### config.mk
export PLATFORM = sky130hd
export DESIGN_NAME = oric_sdram_bridge_flat
export DESIGN_NICKNAME = d
export VERILOG_FILES = /design/src/rtl/oric_mem_pkg.sv /design/src/rtl/oric_sdram_bridge_if.sv /design/src/rtl/oric_mem_evt_detect.sv /design/src/rtl/oric_sdram_bridge.sv /design/src/flat_wrapper.sv
export SDC_FILE = /design/constraint.sdc
export NUM_CORES = 1
export LEC_CHECK = 0
export CORE_MARGIN = 4
export CORE_UTILIZATION = 57
export DETAILED_ROUTE_END_ITERATION = 6
export DONT_BUFFER_PORTS = 1
export GPL_ROUTABILITY_DRIVEN = 0
export PLACE_DENSITY = 0.8
export SETUP_SLACK_MARGIN = 0.3
export SYNTH_ARGS = -nofsm -noshare
export SYNTH_HDL_FRONTEND = slang
export SYNTH_HIERARCHICAL = 1
export SYNTH_SLANG_ARGS = --single-unit
export TNS_END_PERCENT = 20
### constraint.sdc
create_clock -name clk -period 6.81 [get_ports clk]
set_clock_uncertainty 0.2 [all_clocks]
set_input_delay 1.362 -clock clk [delete_from_list [all_inputs] [get_ports clk]]
set_output_delay 1.362 -clock clk [all_outputs]
set_load 0.05 [all_outputs]
### src/rtl/oric_mem_pkg.sv
// Shared types and constants for the Oric-to-SDRAM bridge.
package oric_mem_pkg;

   localparam int unsigned TIMEOUT_CYC_DFLT = 255;
   localparam int unsigned AW = 16;
   localparam int unsigned DW = 8;
   localparam int unsigned QW = 16;

   localparam logic [1:0] DS_LO   = 2'b01;
   localparam logic [1:0] DS_HI   = 2'b10;
   localparam logic [1:0] DS_WORD = 2'b11;

   typedef enum logic {
      ST_IDLE = 1'b0,
      ST_WAIT = 1'b1
   } state_e;

   typedef struct packed {
      logic [AW-1:0] a;
      logic          we;
      logic [QW-1:0] d;
      logic [1:0]    ds;
   } req_t;

   localparam req_t REQ_RST = '{a: '0, we: 1'b0, d: '0, ds: DS_WORD};

   // Byte lane of a write follows the address LSB.
   function automatic logic [1:0] wr_ds(input logic a0);
      return a0 ? DS_HI : DS_LO;
   endfunction

endpackage

### src/rtl/oric_sdram_bridge_if.sv
// Oric core bus plus toggle-handshake SDRAM port, as seen by the bridge.
interface oric_sdram_bridge_if;
   import oric_mem_pkg::*;

   logic          ram_cs;
   logic          ram_oe;
   logic          ram_we;
   logic [AW-1:0] ram_ad;
   logic [DW-1:0] ram_d;
   logic [DW-1:0] ram_q;
   logic          port_req;
   logic          port_ack;
   logic [AW-1:0] port_a;
   logic [1:0]    port_ds;
   logic          port_we;
   logic [QW-1:0] port_d;
   logic [QW-1:0] port_q;
   logic          busy;
   logic          ovf;
   logic          err;

   modport master (
      output ram_cs, ram_oe, ram_we, ram_ad, ram_d, port_ack, port_q,
      input  ram_q, port_req, port_a, port_ds, port_we, port_d, busy, ovf, err
   );

   modport slave (
      input  ram_cs, ram_oe, ram_we, ram_ad, ram_d, port_ack, port_q,
      output ram_q, port_req, port_a, port_ds, port_we, port_d, busy, ovf, err
   );

endinterface

### src/rtl/oric_mem_evt_detect.sv
// Turns the level-style Oric strobes into single-cycle read/write events.
module oric_mem_evt_detect
   import oric_mem_pkg::*;
(
   input  logic          clk,
   input  logic          reset,
   input  logic          ram_cs,
   input  logic          ram_oe,
   input  logic          ram_we,
   input  logic [AW-1:0] ram_ad,
   output logic          rd_evt,
   output logic          wr_evt
);

   logic          rd_en;
   logic          wr_en;
   logic [AW-1:0] ad_prev_q, ad_prev_d;
   logic          rd_prev_q, rd_prev_d;
   logic          wr_prev_q, wr_prev_d;

   // A held read strobe retriggers whenever the address moves.
   always_comb begin
      rd_en     = ram_cs & ram_oe;
      wr_en     = ram_cs & ram_we;
      ad_prev_d = ram_ad;
      rd_prev_d = rd_en;
      wr_prev_d = wr_en;
      rd_evt    = (rd_en & ~rd_prev_q) | (rd_en & (ram_ad != ad_prev_q));
      wr_evt    = wr_en & ~wr_prev_q;
   end

   always_ff @(posedge clk or posedge reset) begin
      if (reset) begin
         ad_prev_q <= '0;
         rd_prev_q <= 1'b0;
         wr_prev_q <= 1'b0;
      end else begin
         ad_prev_q <= ad_prev_d;
         rd_prev_q <= rd_prev_d;
         wr_prev_q <= wr_prev_d;
      end
   end

endmodule

### src/rtl/oric_sdram_bridge.sv
// Bridges Oric bus cycles onto a toggle req/ack SDRAM port with a one-deep
// pending slot, an abandon-on-timeout watchdog and a sticky error flag.
module oric_sdram_bridge
   import oric_mem_pkg::*;
#(
   parameter int unsigned TIMEOUT_CYC = TIMEOUT_CYC_DFLT
) (
   input  logic               clk,
   input  logic               reset,
   oric_sdram_bridge_if.slave bus
);

   localparam int unsigned TW = $clog2(TIMEOUT_CYC + 1);

   logic          rd_evt;
   logic          wr_evt;
   logic          evt;
   logic          done;
   logic          launch;
   req_t          new_req;
   req_t          launch_req;

   state_e        state_q, state_d;
   req_t          cur_q, cur_d;
   req_t          pend_q, pend_d;
   logic          pend_vld_q, pend_vld_d;
   logic          port_req_q, port_req_d;
   logic [DW-1:0] ram_q_q, ram_q_d;
   logic          busy_q, busy_d;
   logic          ovf_q, ovf_d;
   logic          err_q, err_d;
   logic [TW-1:0] tmo_q, tmo_d;

   oric_mem_evt_detect u_evt (
      .clk    (clk),
      .reset  (reset),
      .ram_cs (bus.ram_cs),
      .ram_oe (bus.ram_oe),
      .ram_we (bus.ram_we),
      .ram_ad (bus.ram_ad),
      .rd_evt (rd_evt),
      .wr_evt (wr_evt)
   );

   always_comb begin
      state_d    = state_q;
      cur_d      = cur_q;
      pend_d     = pend_q;
      pend_vld_d = pend_vld_q;
      port_req_d = port_req_q;
      ram_q_d    = ram_q_q;
      busy_d     = busy_q;
      ovf_d      = 1'b0;
      err_d      = err_q;
      tmo_d      = tmo_q;
      launch     = 1'b0;

      // A coincident read and write strobe collapses into the write.
      evt        = rd_evt | wr_evt;
      new_req.a  = bus.ram_ad;
      new_req.we = wr_evt;
      new_req.d  = {bus.ram_d, bus.ram_d};
      new_req.ds = wr_evt ? wr_ds(bus.ram_ad[0]) : DS_WORD;
      launch_req = new_req;
      done       = (bus.port_ack == port_req_q);

      case (state_q)
         ST_IDLE: begin
            if (evt) begin
               launch  = 1'b1;
               state_d = ST_WAIT;
               busy_d  = 1'b1;
            end
         end
         ST_WAIT: begin
            if (done) begin
               if (!cur_q.we) begin
                  ram_q_d = cur_q.a[0] ? bus.port_q[15:8] : bus.port_q[7:0];
               end
               // Older pending request goes first; a fresh event takes its slot.
               if (pend_vld_q) begin
                  launch     = 1'b1;
                  launch_req = pend_q;
                  pend_d     = new_req;
                  pend_vld_d = evt;
               end else if (evt) begin
                  launch = 1'b1;
               end else begin
                  state_d = ST_IDLE;
                  busy_d  = 1'b0;
               end
            end else if (tmo_q == TW'(TIMEOUT_CYC - 1)) begin
               // Abandon: realign req with ack so the port sees nothing outstanding.
               err_d      = 1'b1;
               pend_vld_d = 1'b0;
               port_req_d = bus.port_ack;
               state_d    = ST_IDLE;
               busy_d     = 1'b0;
               tmo_d      = '0;
            end else begin
               tmo_d = tmo_q + TW'(1);
               if (evt) begin
                  pend_d     = new_req;
                  pend_vld_d = 1'b1;
                  ovf_d      = pend_vld_q;
               end
            end
         end
         default: begin
            state_d = ST_IDLE;
            busy_d  = 1'b0;
         end
      endcase

      if (launch) begin
         cur_d      = launch_req;
         port_req_d = ~port_req_q;
         tmo_d      = '0;
      end
   end

   always_ff @(posedge clk or posedge reset) begin
      if (reset) begin
         state_q    <= ST_IDLE;
         cur_q      <= REQ_RST;
         pend_q     <= REQ_RST;
         pend_vld_q <= 1'b0;
         port_req_q <= 1'b0;
         ram_q_q    <= '0;
         busy_q     <= 1'b0;
         ovf_q      <= 1'b0;
         err_q      <= 1'b0;
         tmo_q      <= '0;
      end else begin
         state_q    <= state_d;
         cur_q      <= cur_d;
         pend_q     <= pend_d;
         pend_vld_q <= pend_vld_d;
         port_req_q <= port_req_d;
         ram_q_q    <= ram_q_d;
         busy_q     <= busy_d;
         ovf_q      <= ovf_d;
         err_q      <= err_d;
         tmo_q      <= tmo_d;
      end
   end

   assign bus.ram_q    = ram_q_q;
   assign bus.port_req = port_req_q;
   assign bus.port_a   = cur_q.a;
   assign bus.port_ds  = cur_q.ds;
   assign bus.port_we  = cur_q.we;
   assign bus.port_d   = cur_q.d;
   assign bus.busy     = busy_q;
   assign bus.ovf      = ovf_q;
   assign bus.err      = err_q;

endmodule
### src/flat_wrapper.sv
// flat-port wrapper written by rule: the top's interface ports become plain ports
module oric_sdram_bridge_flat import oric_mem_pkg::*;
#(
   parameter int unsigned TIMEOUT_CYC = TIMEOUT_CYC_DFLT
)
  (clk, reset, bus_ram_cs, bus_ram_oe, bus_ram_we, bus_ram_ad, bus_ram_d, bus_port_ack, bus_port_q, bus_ram_q, bus_port_req, bus_port_a, bus_port_ds, bus_port_we, bus_port_d, bus_busy, bus_ovf, bus_err);
  oric_sdram_bridge_if bus_i ();
  input  logic clk;
  input  logic reset;
  input wire logic [$bits(bus_i.ram_cs)-1:0] bus_ram_cs;
  input wire logic [$bits(bus_i.ram_oe)-1:0] bus_ram_oe;
  input wire logic [$bits(bus_i.ram_we)-1:0] bus_ram_we;
  input wire logic [$bits(bus_i.ram_ad)-1:0] bus_ram_ad;
  input wire logic [$bits(bus_i.ram_d)-1:0] bus_ram_d;
  input wire logic [$bits(bus_i.port_ack)-1:0] bus_port_ack;
  input wire logic [$bits(bus_i.port_q)-1:0] bus_port_q;
  output wire logic [$bits(bus_i.ram_q)-1:0] bus_ram_q;
  output wire logic [$bits(bus_i.port_req)-1:0] bus_port_req;
  output wire logic [$bits(bus_i.port_a)-1:0] bus_port_a;
  output wire logic [$bits(bus_i.port_ds)-1:0] bus_port_ds;
  output wire logic [$bits(bus_i.port_we)-1:0] bus_port_we;
  output wire logic [$bits(bus_i.port_d)-1:0] bus_port_d;
  output wire logic [$bits(bus_i.busy)-1:0] bus_busy;
  output wire logic [$bits(bus_i.ovf)-1:0] bus_ovf;
  output wire logic [$bits(bus_i.err)-1:0] bus_err;
  assign bus_i.ram_cs = bus_ram_cs;
  assign bus_i.ram_oe = bus_ram_oe;
  assign bus_i.ram_we = bus_ram_we;
  assign bus_i.ram_ad = bus_ram_ad;
  assign bus_i.ram_d = bus_ram_d;
  assign bus_i.port_ack = bus_port_ack;
  assign bus_i.port_q = bus_port_q;
  assign bus_ram_q = bus_i.ram_q;
  assign bus_port_req = bus_i.port_req;
  assign bus_port_a = bus_i.port_a;
  assign bus_port_ds = bus_i.port_ds;
  assign bus_port_we = bus_i.port_we;
  assign bus_port_d = bus_i.port_d;
  assign bus_busy = bus_i.busy;
  assign bus_ovf = bus_i.ovf;
  assign bus_err = bus_i.err;
  oric_sdram_bridge #(.TIMEOUT_CYC(TIMEOUT_CYC)) u_core (.clk(clk), .reset(reset), .bus(bus_i));
endmodule
* After elaboration in Yosys (flattened, before gate mapping) *
Cells that the tools add are included.

storage, ports and cells
  register bits after elaboration = 110
  input bits = 46

cells by class
  equal/unequal tests = 10
  $add $sub $neg = 1
  bitwise operators = 13
  muxes and demuxes = 38
  reductions and logical operators = 11

operators by type and width
  kind                 count
  $mux 35              7
  $mux 8               5
  $mux 1               21
  $ne 16x16->1         1
  $reduce_and 3->1     3
  $add 8x1->8 const B  1
  $eq 8x8->1 const B   1
  $reduce_and 4->1     2
  $ne 3x3->1 const B   2
  $not 1->1            6
  $pmux 1 s2           3
  $reduce_bool 2->1    3
  $and 1x1->1          5
  $mux 2               2
  $ne 2x1->1 const B   2
  $ne 2x2->1 const B   2
  $reduce_and 2->1     2
  $ne 3x2->1 const B   1
  $reduce_bool 3->1    1
  $or 1x1->1           2
  $eq 1x1->1           1

* Longest topological paths before layout *
Gate-level depths: netlist of run 1.

  depth in word-level cells = 10
  depth in mapped cells = 10
  mapped depth without buffers = 8

* Hierarchy *
The synthesis of run 1 kept the hierarchy.

modules (own cells, without submodules)
  module               cells each  seq. area each (um^2)  area each (um^2)  times used
  oric_sdram_bridge    312         1906.8                 3574.7            1
  oric_mem_evt_detect  45          450.4                  650.6             1

* Least setup slack after synthesis of run 1 *
Ideal clock, no wire load.

  path type = input port to flip-flop
  start = input port bus_ram_ad[8]
  end = register u_core/pend_q[19] in the netlist's numbering
  setup time = 125 ps
  setup slack = 3373 ps
  required time = 6485 ps
  arrival = 3112 ps
  buffers on the path = 2
  cell stages on the path = 9
  path through = xnor2_1 -> nand4_1 -> nor4_1 -> a31oi_1 -> or2_2 -> a41o_1 -> buf_6 -> buf_6 -> mux2_4

on the way
  word-level cells in the longest chain between the ends = 6

ends and longest elaborated chain
  what                         RTL line                   source
  start, declared              flat_wrapper.sv:13         input wire logic [$bits(bus_i.ram_ad)-1:0] bus_ram_ad;
  $ne 16x16->1                 oric_mem_evt_detect.sv:28  rd_evt = (rd_en & ~rd_prev_q) | (rd_en & (ram_ad != ad_prev_q));
  $and 1x1->1                  oric_mem_evt_detect.sv:28
  $or 1x1->1                   oric_mem_evt_detect.sv:28
  net u_core.rd_evt            oric_sdram_bridge.sv:15    logic rd_evt;
  $or 1x1->1                   oric_sdram_bridge.sv:59    evt = rd_evt | wr_evt;
  $reduce_bool 2->1 (no line)  --
  $reduce_and 4->1 (no line)   --
  end signal, assigned         oric_sdram_bridge.sv:137   pend_q <= pend_d;
  end, declared                oric_sdram_bridge.sv:25    req_t pend_q, pend_d;

The timed path passes the listed nets, and every way through them passes these cells.
A chain may end at the register's enable or synchronous reset.

* Worst setup path in the final report of run 1 *
  start = input port bus_ram_ad[2]
  end = register u_core.tmo_q[7]

on the way
  word-level cells in the longest chain between the ends = 10
  elaborated cells between the ends (all ways) = 12

ends and longest elaborated chain
  what                                                       RTL line                                          source
  $ne 16x16->1 (*)                                           oric_mem_evt_detect.sv:28
  $and 1x1->1 (*)                                            oric_mem_evt_detect.sv:28
  $or 1x1->1 (*)                                             oric_mem_evt_detect.sv:28
  net u_core.rd_evt                                          oric_sdram_bridge.sv:15
  $or 1x1->1 (*)                                             oric_sdram_bridge.sv:59
  $mux 1 (*)                                                 oric_sdram_bridge.sv:69, oric_sdram_bridge.sv:86
  $mux 1                                                     oric_sdram_bridge.sv:81                           if (pend_vld_q) begin
  $mux 1                                                     oric_sdram_bridge.sv:76                           if (done) begin
  $pmux 1 s2 (*)                                             oric_sdram_bridge.sv:67                           case (state_q)
  $ne 2x2->1 (no line) or $reduce_bool 2->1 (tied branches)  --
  $reduce_and 2->1 (no line)                                 --
  end signal, assigned                                       oric_sdram_bridge.sv:144                          tmo_q <= tmo_d;
  end, declared                                              oric_sdram_bridge.sv:32                           logic [TW-1:0] tmo_q, tmo_d;

The timed path passes the listed nets; every way through them passes the cells marked *.

==> metrics, run 1 <==
HP Class reg -> reg; I/O pin total 93; hold depth 1; Initial Util 58.57%; clk_lat worst skew 0.36 ns; CP Data Arrival Time 4.09 ns; Worst-Margin Slew 1.110 ns; CTS tree yes; max cap viols 0; TritonRoute pass-1 iters 5; Post-synth EDFFs 0; antenna cells 0; number of synthesized register bits 94; post-synth top area share 53.30%; Worst R2R Setup Slack 3.27 ns; Final Setup Violations 0; Rel. slew slack 25.83%; initial antenna violation count 0; GR peak layer met2; largest stage delay on the critical path 0.86 ns; Remaining DRCs 0; Crit Reg-Reg Startpoint u_core/bus.port_req; setup repair bufs after CTS 0; worst-path cell chain xnor2_1 > nand4_1 > nor4_1 > a31oi_1 > nor2_1 > a22o_2 > a22oi_1 > a21oi_1; crit path kind in -> reg; DRT iter0 DRCs 146; pwr dens 551.5 mW/mm^2; synthesized cell area 0.004225 mm^2; vias 2557; post-route design area 0.004382 mm^2; final wirelength 8.110 mm; Lkg Pwr 0.001829 uW; post-route minimum period 4.009 ns; cts hold-fix bufs 0; status completed; Max clock buf depth 2; Overflow after GRT 0; slowest CP cell a22o_2; hold path endpoint u_core/pend_q[33]; most frequent cell after synthesis dfrtp_1; # rows 31; die area 0.008854 mm^2; layout cells sized above 1 15.23%; fin crit share 58.88%; grt met1 use 26.09%; first-pass GRT wire length 13.53 mm; Detail Route Antenna Nets 0; port bufs 0; Via density 5.720; Avg Cell Area, Syn 11.84 um^2; final hold violation count 0; Setup crit end kind register; FF-to-FF End u_core/pend_q[31]; synth warn 6; vias in the first global route 2693; sequential area share after synthesis 55.79%; # resized after CTS 0; Total GRT Usage 19.76%; RSZ-0062 raised after global routing no; Core Footprint 0.007214 mm^2; pin count of the biggest net entering global routing 77; hold_sp u_core/pend_q[33]; FF-to-FF path depth 4; vertical die dimension 94.10 um; CTS root buf clkbuf_8; WL/cell 18.14 um; CP Data Required Time 6.89 ns; top post-synthesis cells by count dfrtp_1, mux2i_1, nand2_1, o21ai_0, xnor2_1; area grow syn2layout 3.701%; Max FO, Critical Path 56; Max Freq 0.2494 GHz; HPWL Detailed 5.471 mm; Area after DPL 0.004205 mm^2; Mapped Cells 357; Synth cell types 45; CTS buffer count 9; Slew Limit Fails 0; met2 Track Usage GR 29.86%; Die X 94.10 um; CTS clock-pin slew for the worst setup and hold paths 0.08 ns; number of nets in the layout 391; top cells by area, synth dfrtp_1, mux2i_1, mux2_4; Peak VDD IR 0.0002702 V; H-tree Lvls 3; met3 Use GR 7.853%; Syn Nets 405; startpoint types input port; CTS Sinks 94; Synth area leader dfrtp_1; ys async rst share 100.0%; setup TNS 0 ns; Primary FF master, synth dfrtp_1
[metrics by stage]
stage	worst slack (ns)	hold slack, ns	cells	total power, uW	util (%)
after floorplan	3.316	0.2803	357	1998	-
after global placement	2.540	0.2888	431	2062	58.29
after detailed placement	2.423	0.2956	431	2100	58.29
after CTS	2.803	0.3169	447	2432	60.74
after global routing	2.482	0.3343	447	2564	60.74
final	2.801	0.3152	447	2416	60.74
[how the worst max path moves through the flow]
stage          cells past startpoint           from         endpoint
2_1_floorplan                      1          reset  u_core/bus.busy
3_3_place_gp                       8  bus_ram_ad[2]  u_core/tmo_q[7]
3_5_place_dp                       8  bus_ram_ad[2]  u_core/tmo_q[7]
4_1_cts                            8  bus_ram_ad[2]  u_core/tmo_q[7]
5_1_grt                            8  bus_ram_ad[2]  u_core/tmo_q[7]
6_report                           8  bus_ram_ad[2]  u_core/tmo_q[7]
[cell type report]
class                      instances  area [um^2]
fill                             582         2833
timing repair buffer               1        7.507
inverter                           9        35.03
multi-input combinational        228         1682
sequential                        94         2357
tap                               99        123.9
clock buffer                      12        145.1
clock inverter                     4        31.28
[kinds of logic (layout without fill, tap and decap cells)]
| logic type | Yosys count | count (layout) | share of synthesized area, % |
|---|---|---|---|
| buffers and inverters | 35 | 26 | 4.471 |
| and+or+nand+nor | 77 | 77 | 8.292 |
| muxes | 61 | 61 | 16.91 |
| AOI/OAI and AO/OA | 64 | 64 | 8.795 |
| adders and majority gates | 2 | 2 | 0.5921 |
| DFF | 94 | 94 | 55.79 |
| xor gates and xnor gates | 24 | 24 | 5.153 |
[flip-flops by register name (all words and copies together), names as in the netlist, 2 cells and up]
signal	cells
u_core/pend_q	27
u_core/bus.port_a	16
u_core/u_evt/ad_prev_q	16
u_core/bus.port_d	8
u_core/bus.ram_q	8
u_core/tmo_q	8
u_core/bus.port_ds	2
[routing by layer]
layer | part of all wire, % | up-vias | wire (um)
met5 | 0 | - | 0
met4 | 1.4 | 0 | 112
met3 | 7.7 | 14 | 627
met2 | 47 | 70 | 3802
met1 | 44 | 1280 | 3568
li1 | - | 1193 | -
[layout by cell type, fill, tap and decap left out, types with 4 or more instances in the layout]
cell type	n
dfrtp_1	90
nand2_1	35
mux2i_1	35
o21ai_0	34
xnor2_1	23
nor2_1	19
mux2_4	19
a21oi_1	12
clkbuf_8	10
inv_1	8
mux2_2	7
nand3_1	5
nand4_1	4
a211oi_1	4
dfstp_2	4
[report_power, final]
group	internal, uW	leakage, uW	switching [uW]
Clock	144	0.0000792	191
Combinational	323	0.000622	339
Sequential	772	0.00113	646
Total	1240	0.00183	1180
[critical path: cells and delay by family]
| family | cells | cell delay [ns] |
|---|---|---|
| xor gates and xnor gates | 1 | 0.15 |
| and+or+nand+nor | 3 | 0.91 |
| AOI/OAI and AO/OA | 4 | 1.67 |
Note: power is estimated with default switching activity, not from simulation.
==> run 2, diff against run 1 <==
clock period = 3.8 ns   (was 6.81 ns; I/O delays follow)
==> run 2 against run 1 <==
Final cell count up 1.3%; largest cell class unchanged; highest routed layer unchanged; core utilization is 1.1 points higher; register-to-register slack got worse by 2.4 ns; via count rose by 0.16%; worst setup slack got worse by 1.9 ns; routed wire length up 1.3%; clock power up 110%; sequential power rose by 79%.
==> metrics, run 2 (synthesized netlist as in run 1, its figures left out) <==
most frequent cells in the layout dfrtp_1, nand2_1, mux2i_1; HP Class in -> async; Via density 5.653; TritonRoute pass-1 iters 4; Largest register FFs 27; Total GRT Usage 20.06%; CTS root buf clkbuf_8; setup TNS 0 ns; CTS buffer count 9; Min Hold Slack 0.07856 ns; vias in the first global route 2710; area of the multi-input gates 0.001682 mm^2; Initial Util 58.57%; vias 2561; max cap viols 0; crit path kind reg -> reg; Worst-Margin Slew 0.9151 ns; vertical die dimension 94.10 um; setup repair bufs after CTS 0; HPWL Detailed 5.816 mm; Setup crit end kind register; most common cell after layout, fill and taps aside dfrtp_1; RSZ-0062 raised after global routing no; Slew Limit Fails 0; number of nets in the layout 397; FF-to-FF End u_core/pend_q[10]; Max clock buf depth 2; Lkg Pwr 0.001889 uW; clk_lat worst skew 0.36 ns; sequential cell area 0.002357 mm^2; pin count of the biggest net entering global routing 34; CTS tree yes; die area 0.008854 mm^2; CTS Sinks 94; final wirelength 8.219 mm; Core Footprint 0.007214 mm^2; fin crit share 76.30%; CP Data Arrival Time 2.94 ns; area grow syn2layout 5.597%; met3 Use GR 7.532%; grt met1 use 26.50%; DRT iter0 DRCs 184; antenna cells 0; port bufs 0; WL/cell 18.14 um; CP Data Required Time 3.84 ns; Final Setup Violations 0; FF-to-FF path depth 7; Worst R2R Setup Slack 0.90 ns; Peak VDD IR 0.0004777 V; Die X 94.10 um; cts hold-fix bufs 0; Remaining DRCs 0; met2 Track Usage GR 30.28%; GR peak layer met2; startpoint types register; Max FO, Critical Path 27; pwr dens 998.9 mW/mm^2; I/O pin total 93; final hold violation count 0; layout cells sized above 1 16.95%; first-pass GRT wire length 13.71 mm; H-tree Lvls 3; CTS clock-pin slew for the worst setup and hold paths 0.09 ns; # rows 31; # resized after CTS 0; largest register by flop count u_core/pend_q; Rel. slew slack 38.99%; status completed; Crit Reg-Reg Startpoint u_core/u_evt/ad_prev_q[8]; Overflow after GRT 0; Max Freq 0.3449 GHz; Detail Route Antenna Nets 0; post-route minimum period 2.899 ns; initial antenna violation count 0; fill cell count 585
[run 2: changes by cell type in the layout (fill, tap and decap cells not counted)]
cell | previous run | this run
buf_4 | 1 | 7
bufinv_16 | 0 | 2
clkbuf_1 | 2 | 1
clkbuf_8 | 10 | 9
clkinv_2 | 1 | 4
clkinvlp_4 | 3 | 0
[run 2: per-stage QoR]
stage	power [uW]	area (um^2)	setup slack (ns)	utilization, %	std cells
global route	4716	4462	0.7714	61.85	453
CTS	4499	4462	0.9115	61.85	453
global placement	3709	4250	0.6190	58.91	437
floorplan	3581	4225	0.9083	-	357
detailed placement	3791	4250	0.5557	58.91	437
finish	4457	4462	0.9006	61.85	453
[run 2: cell type report]
class                   count  area share [%]
repair buffers              7           1.178
clock buffers              10           2.860
clock inverters             6           1.879
flip-flops and latches     94           52.83
inverters                   9          0.7852
well taps                  99           2.776
multi-input cells         228           37.69
[run 2: how the worst max path moves through the flow]
stage	startpoint	slack, ns	end
6_report	u_core/u_evt/ad_prev_q[8]	0.90	u_core/pend_q[10]
5_1_grt	u_core/u_evt/ad_prev_q[8]	0.77	u_core/pend_q[24]
4_1_cts	u_core/u_evt/ad_prev_q[8]	0.91	u_core/pend_q[24]
3_5_place_dp	bus_ram_ad[8]	0.56	u_core/pend_q[24]
3_3_place_gp	bus_ram_ad[8]	0.62	u_core/pend_q[9]
2_1_floorplan	reset	0.91	u_core/bus.busy
[run 2: worst max-delay path, cell delays in order, from the launching register on]
cell and delay (ns):
dfrtp_1 0.39, xnor2_1 0.19, nand4_1 0.16, nor4_1 0.30
a31oi_1 0.20, or2_2 0.34, a41o_2 0.57, mux2_4 0.41
[run 2: power breakdown]
group          internal, uW  switching [uW]  total (uW)
Sequential             1380            1150        2540
Clock                   370             345         715
Combinational           601             606        1210
Total                  2350            2100        4460
[run 2: layer usage]
metal  vias up  part of all wire (%)  wire (um)
li1       1210                     -          -
met1      1258                    43       3523
met2        79                    47       3833
met3        14                   8.8        722
met4         0                   1.7        139
met5         -                     0          0
==> RTL edit 1, RTL diff (settings of run 2) <==
`TIMEOUT_CYC_DFLT`: 255 -> 510.
--- a/src/rtl/oric_mem_pkg.sv
+++ b/src/rtl/oric_mem_pkg.sv
@@ -1,7 +1,7 @@
 // Shared types and constants for the Oric-to-SDRAM bridge.
 package oric_mem_pkg;
 
-   localparam int unsigned TIMEOUT_CYC_DFLT = 255;
+   localparam int unsigned TIMEOUT_CYC_DFLT = 510;
    localparam int unsigned AW = 16;
    localparam int unsigned DW = 8;
    localparam int unsigned QW = 16;
Function: same outputs for any inputs over 4 cycles, from zero or initial values and one cycle with reset high; that may be too few to reach the edited logic, so the function may still have changed.
==> RTL edit 1 against run 2 <==
- non-clock buffer count up 3
- count of clock-buffer cells in the layout unchanged
- via count up 0.47%
- worst setup slack better by 0.11 ns
- synthesized area about the same
- power down 5.3%
- routed wire length down 3.5%
- highest routed layer unchanged
- die area about the same
- global-route usage down 0.065 points
- design area down 0.17%
- sequential cell count up 1
- critical endpoint is now u_core/tmo_q[5]
- core utilization down 0.10 points
- worst hold slack better by 0.12 ns
- final cell count up 1.3%
==> RTL edit 1: results (changes against run 2) <==
Power and ir drop
  • Maximum resistive drop on vdd: 0.418 mV (was 0.478 mV)
  • Clock share of power: 0.145 (was 0.160)
  • Power share of the combinational group: 0.255 (was 0.271)
  • Internal cell power: 0.00214 W (was 0.00235 W)
  • Leakage power figure: 1.84 nW (was 1.89 nW)

Global route
  • Maximum number of pins on one net before global-route repair: 45 (was 34)
  • Vias in the first global route: 2751 (was 2710)
  • Global-route wire length before repair: 13600 µm (was 13700 µm)
  • Total Routing Usage GR: 0.200 (was 0.201)

Cells and area
  • Net count of the finished layout: 403 (was 397)
  • Fill cell instance count of the final layout: 594 (was 585)
  • Fraction of final layout cells with drive strength greater than 1: 0.128 (was 0.169)
  • Number of flip-flops in the largest register: 27 (unchanged)

Yosys
  • Cell types with the largest area share after synthesis: dfrtp_1, mux2i_1, mux2_1 (was dfrtp_1, mux2i_1, mux2_4)
  • Most common library cells after synthesis: dfrtp_1, o21ai_0, nand2_1 (was dfrtp_1, mux2i_1, nand2_1)
  • Post-Synthesis Net Count: 407 (was 405)
  • Unique cell type count in the Yosys netlist: 46 (was 45)
  • Share of synthesized area occupied by flip-flops and latches: 0.564 (was 0.558)
  • Number of warning messages in the yosys log: 6 (unchanged)

Worst setup path
  • Maximum single-stage delay on the critical path: 0.47 ns (was 0.57 ns)
  • Largest fanout on the critical path: 5 (was 27)
  • Standard cell with the maximum stage delay on the critical path: o21ai_0 (was a41o_2)
  • Reg2reg start: u_core/u_evt/ad_prev_q[4] (was u_core/u_evt/ad_prev_q[8])
  • Crit path arrival time: 2.88 ns (was 2.94 ns)

STA
  • Worst Tran Pin Value: 0.925 ns (was 0.915 ns)

Routing
  • First DRT Iteration DRCs: 101 (was 184)
  • Average wire per cell in the routed design: 17.3 µm (was 18.1 µm)
  • Via density per instance: 5.61 (was 5.65)

Status
  • Outcome: finished, final reports clean (unchanged)

Placed design
  • Final HPWL from detailed placement: 5610 µm (was 5820 µm)

Clocking
  • Number of levels in the clock H-tree: 3 (unchanged)
==> RTL edit 1: changes by cell type after synthesis, sizes merged, moves of 4 or more <==
cell / before / now
xor2: 1 / 6
xnor2: 23 / 17
nor2: 20 / 16
or3: 1 / 5
buf: 15 / 20
clkbuf: 11 / 5
a211oi: 4 / 0
o21ai: 34 / 39
==> RTL edit 1: area by class of cell <==
cell class                      count  area [µm²]  area share
Sequential cell                    95        2380       0.535
Multi-Input combinational cell    233        1660       0.373
Clock buffer                       10         138      0.0309
Tap cell                           99         124      0.0278
Timing Repair Buffer               10        77.6      0.0174
Clock inverter                      6        46.3      0.0104
Inverter                            6        23.8     0.00534
==> RTL edit 1: metrics by stage <==
step | hold WS, ns | cell area (µm²) | power, W | instances | worst slack, ns
floorplan | 0.258 | 4220 | 0.00347 | 359 | 0.880
global placement | 0.267 | 4260 | 0.00358 | 442 | 0.704
detailed placement | 0.275 | 4260 | 0.00365 | 442 | 0.627
CTS | 0.197 | 4450 | 0.00426 | 459 | 0.992
global route | 0.182 | 4450 | 0.00451 | 459 | 0.722
finish | 0.197 | 4450 | 0.00422 | 459 | 1.01
==> RTL edit 1: path summary, 6_finish.rpt <==
kind / depth (start not counted) / slack [ns] / end
max in group asynchronous: 3 / 2.11 / u_core/bus.port_ds[1]
worst max-delay path: 8 / 1.01 / u_core/tmo_q[5]
worst max register to register: 8 / 1.01 / u_core/tmo_q[5]
min in group clk: 0 / 0.21 / u_core/u_evt/ad_prev_q[4]
worst min register to register: 1 / 0.29 / u_core/pend_q[19]
worst min-delay path: 1 / 0.20 / u_core/u_evt/ad_prev_q[4]
==> RTL edit 1: kinds of logic (layout without fill, tap and decap cells) <==
logic type / Yosys count / in the layout / synth area share
AO/OA/AOI/OAI: 67 / 67 / 0.0945
XOR/XNOR: 23 / 23 / 0.0521
adder cells (fa/ha/maj): 2 / 2 / 0.00592
buffers and inverters: 31 / 32 / 0.0427
flip-flops: 95 / 95 / 0.564
multiplexers: 61 / 61 / 0.152
AND/OR/NAND/NOR: 80 / 80 / 0.0886
==> RTL edit 1: worst max-delay path: cells and delay by family, from the launching register on <==
family,cells,cell delay (ns)
simple gates,3,0.94
xor+xnor,1,0.16
flops,1,0.39
compound gates,4,1.02
==> RTL edit 1: what timing repair did <==
item,CTS,global route
hold buffers,1,0
endpoints found under the setup margin,0,0
endpoints found under the hold margin,6,0
buffers inserted,0,0
==> RTL edit 1: per-layer routing <==
| metal | share of wire | vias up | GRT usage |
|---|---|---|---|
| met3 | 0.080 | 12 | 0.0793 |
| met2 | 0.49 | 71 | 0.319 |
| li1 | - | 1232 | - |
| met5 | 0 | - | 0 |
| met1 | 0.42 | 1258 | 0.247 |
| met4 | 0.011 | 0 | 0.0698 |
==> RTL edit 2, RTL diff (settings of run 2) <==
Without the edit above. Reset style: synchronous (`reset`), changed in 2 clocked blocks.
--- a/src/rtl/oric_mem_evt_detect.sv
+++ b/src/rtl/oric_mem_evt_detect.sv
@@ -29,7 +29,7 @@
       wr_evt    = wr_en & ~wr_prev_q;
    end
 
-   always_ff @(posedge clk or posedge reset) begin
+   always_ff @(posedge clk) begin
       if (reset) begin
          ad_prev_q <= '0;
          rd_prev_q <= 1'b0;
--- a/src/rtl/oric_sdram_bridge.sv
+++ b/src/rtl/oric_sdram_bridge.sv
@@ -119,7 +119,7 @@
       end
    end
 
-   always_ff @(posedge clk or posedge reset) begin
+   always_ff @(posedge clk) begin
       if (reset) begin
          state_q    <= ST_IDLE;
          cur_q      <= REQ_RST;
Function: differs if reset is asserted again (counterexample within 4 cycles, from zero or initial values and one cycle with reset high); with reset held inactive, the same outputs for 4 cycles.
==> RTL edit 2 against run 2 <==
- synthesized area fell by 3.5%
- highest routed layer unchanged
- critical path type is now in2reg
- routed wire length up 3.5%
- sequential cell count unchanged
- worst setup slack better by 0.049 ns
- via count grew 14%
- critical endpoint is now u_core/bus.port_d[7]
- design area decreased by 5.0%
Power is not compared: it rests on default switching activity, and its combinational part moved more than twofold at a synthesized area within 25%.
==> RTL edit 2: results (changes against run 2) <==
Worst setup path
  • Reg2reg start: u_core/u_evt/ad_prev_q[6] (was u_core/u_evt/ad_prev_q[8])
  • Family with the most delay on the worst path: compound AO/OA/AOI/OAI gates (was simple AND/OR/NAND/NOR gates)
  • CP Launch Point: bus_ram_ad[4] (was u_core/u_evt/ad_prev_q[8])
  • Worst reg2reg path endpoint: u_core/bus.port_d[7] (was u_core/pend_q[10])
  • Setup CP Type: in2reg (was reg2reg)
  • Largest fanout on the critical path: 34 (was 27)

Global route
  • Maximum number of pins on one net before global-route repair: 45 (was 34)
  • Total Routing Usage GR: 0.203 (was 0.201)
  • GRT met2 Usage: 0.335 (was 0.303)
  • Met1 track utilization from global routing: 0.240 (was 0.265)

Cells and area
  • Fraction of final layout cells with drive strength greater than 1: 0.0718 (was 0.169)
  • Register area: 1880 µm² (was 2360 µm²)
  • Fill cell instance count of the final layout: 553 (was 585)
  • Net count of the finished layout: 461 (was 397)

Routing
  • Met2 Routed Length: 4220 µm (was 3830 µm)
  • Wirelength, routed: 8510 µm (was 8220 µm)
  • Average wire per cell in the routed design: 16.6 µm (was 18.1 µm)
  • DR vias: 2919 (was 2561)
  • Total met3 wirelength after detailed routing: 642 µm (was 722 µm)

Placed design
  • Cell total after placement: 498 (was 437)

Yosys
  • Synth Instances: 431 (was 357)
  • Most common library cells after synthesis: dfxtp_1, mux2i_1, nand2_1 (was dfrtp_1, mux2i_1, nand2_1)

Worst hold path
  • Hold Crit Class: reg2reg (was in2async)

STA
  • Worst hold-check slack: 0.258 ns (was 0.0786 ns)

Status
  • Outcome: finished, final reports clean (unchanged)
==> RTL edit 2: changes by cell type after synthesis, sizes merged, moves of 6 or more <==
cell | before | now
nor2b | 2 | 8
and2b | 0 | 8
clkbuf | 11 | 18
mux2 | 26 | 0
xnor2 | 23 | 17
mux2i | 35 | 62
inv | 9 | 3
dfxtp | 0 | 94
dfrtp | 90 | 0
nand2 | 35 | 57
a21oi | 12 | 29
xor2 | 1 | 7
==> RTL edit 2: cells by family after synthesis <==
family,count (synthesis),share of synthesized area
xor+xnor,24,0.0534
flops,94,0.461
compound gates,83,0.122
mux,62,0.152
fa+ha+maj,2,0.00614
buf+inv,38,0.0549
simple gates,128,0.150
==> RTL edit 2: final cells by class <==
cell class              instances  share of cell area
multi-input cells             299               0.468
flip-flops and latches         94               0.444
clock buffers                  10              0.0301
well taps                      96              0.0283
clock inverters                 6              0.0162
repair buffers                  6              0.0106
inverters                       3             0.00266
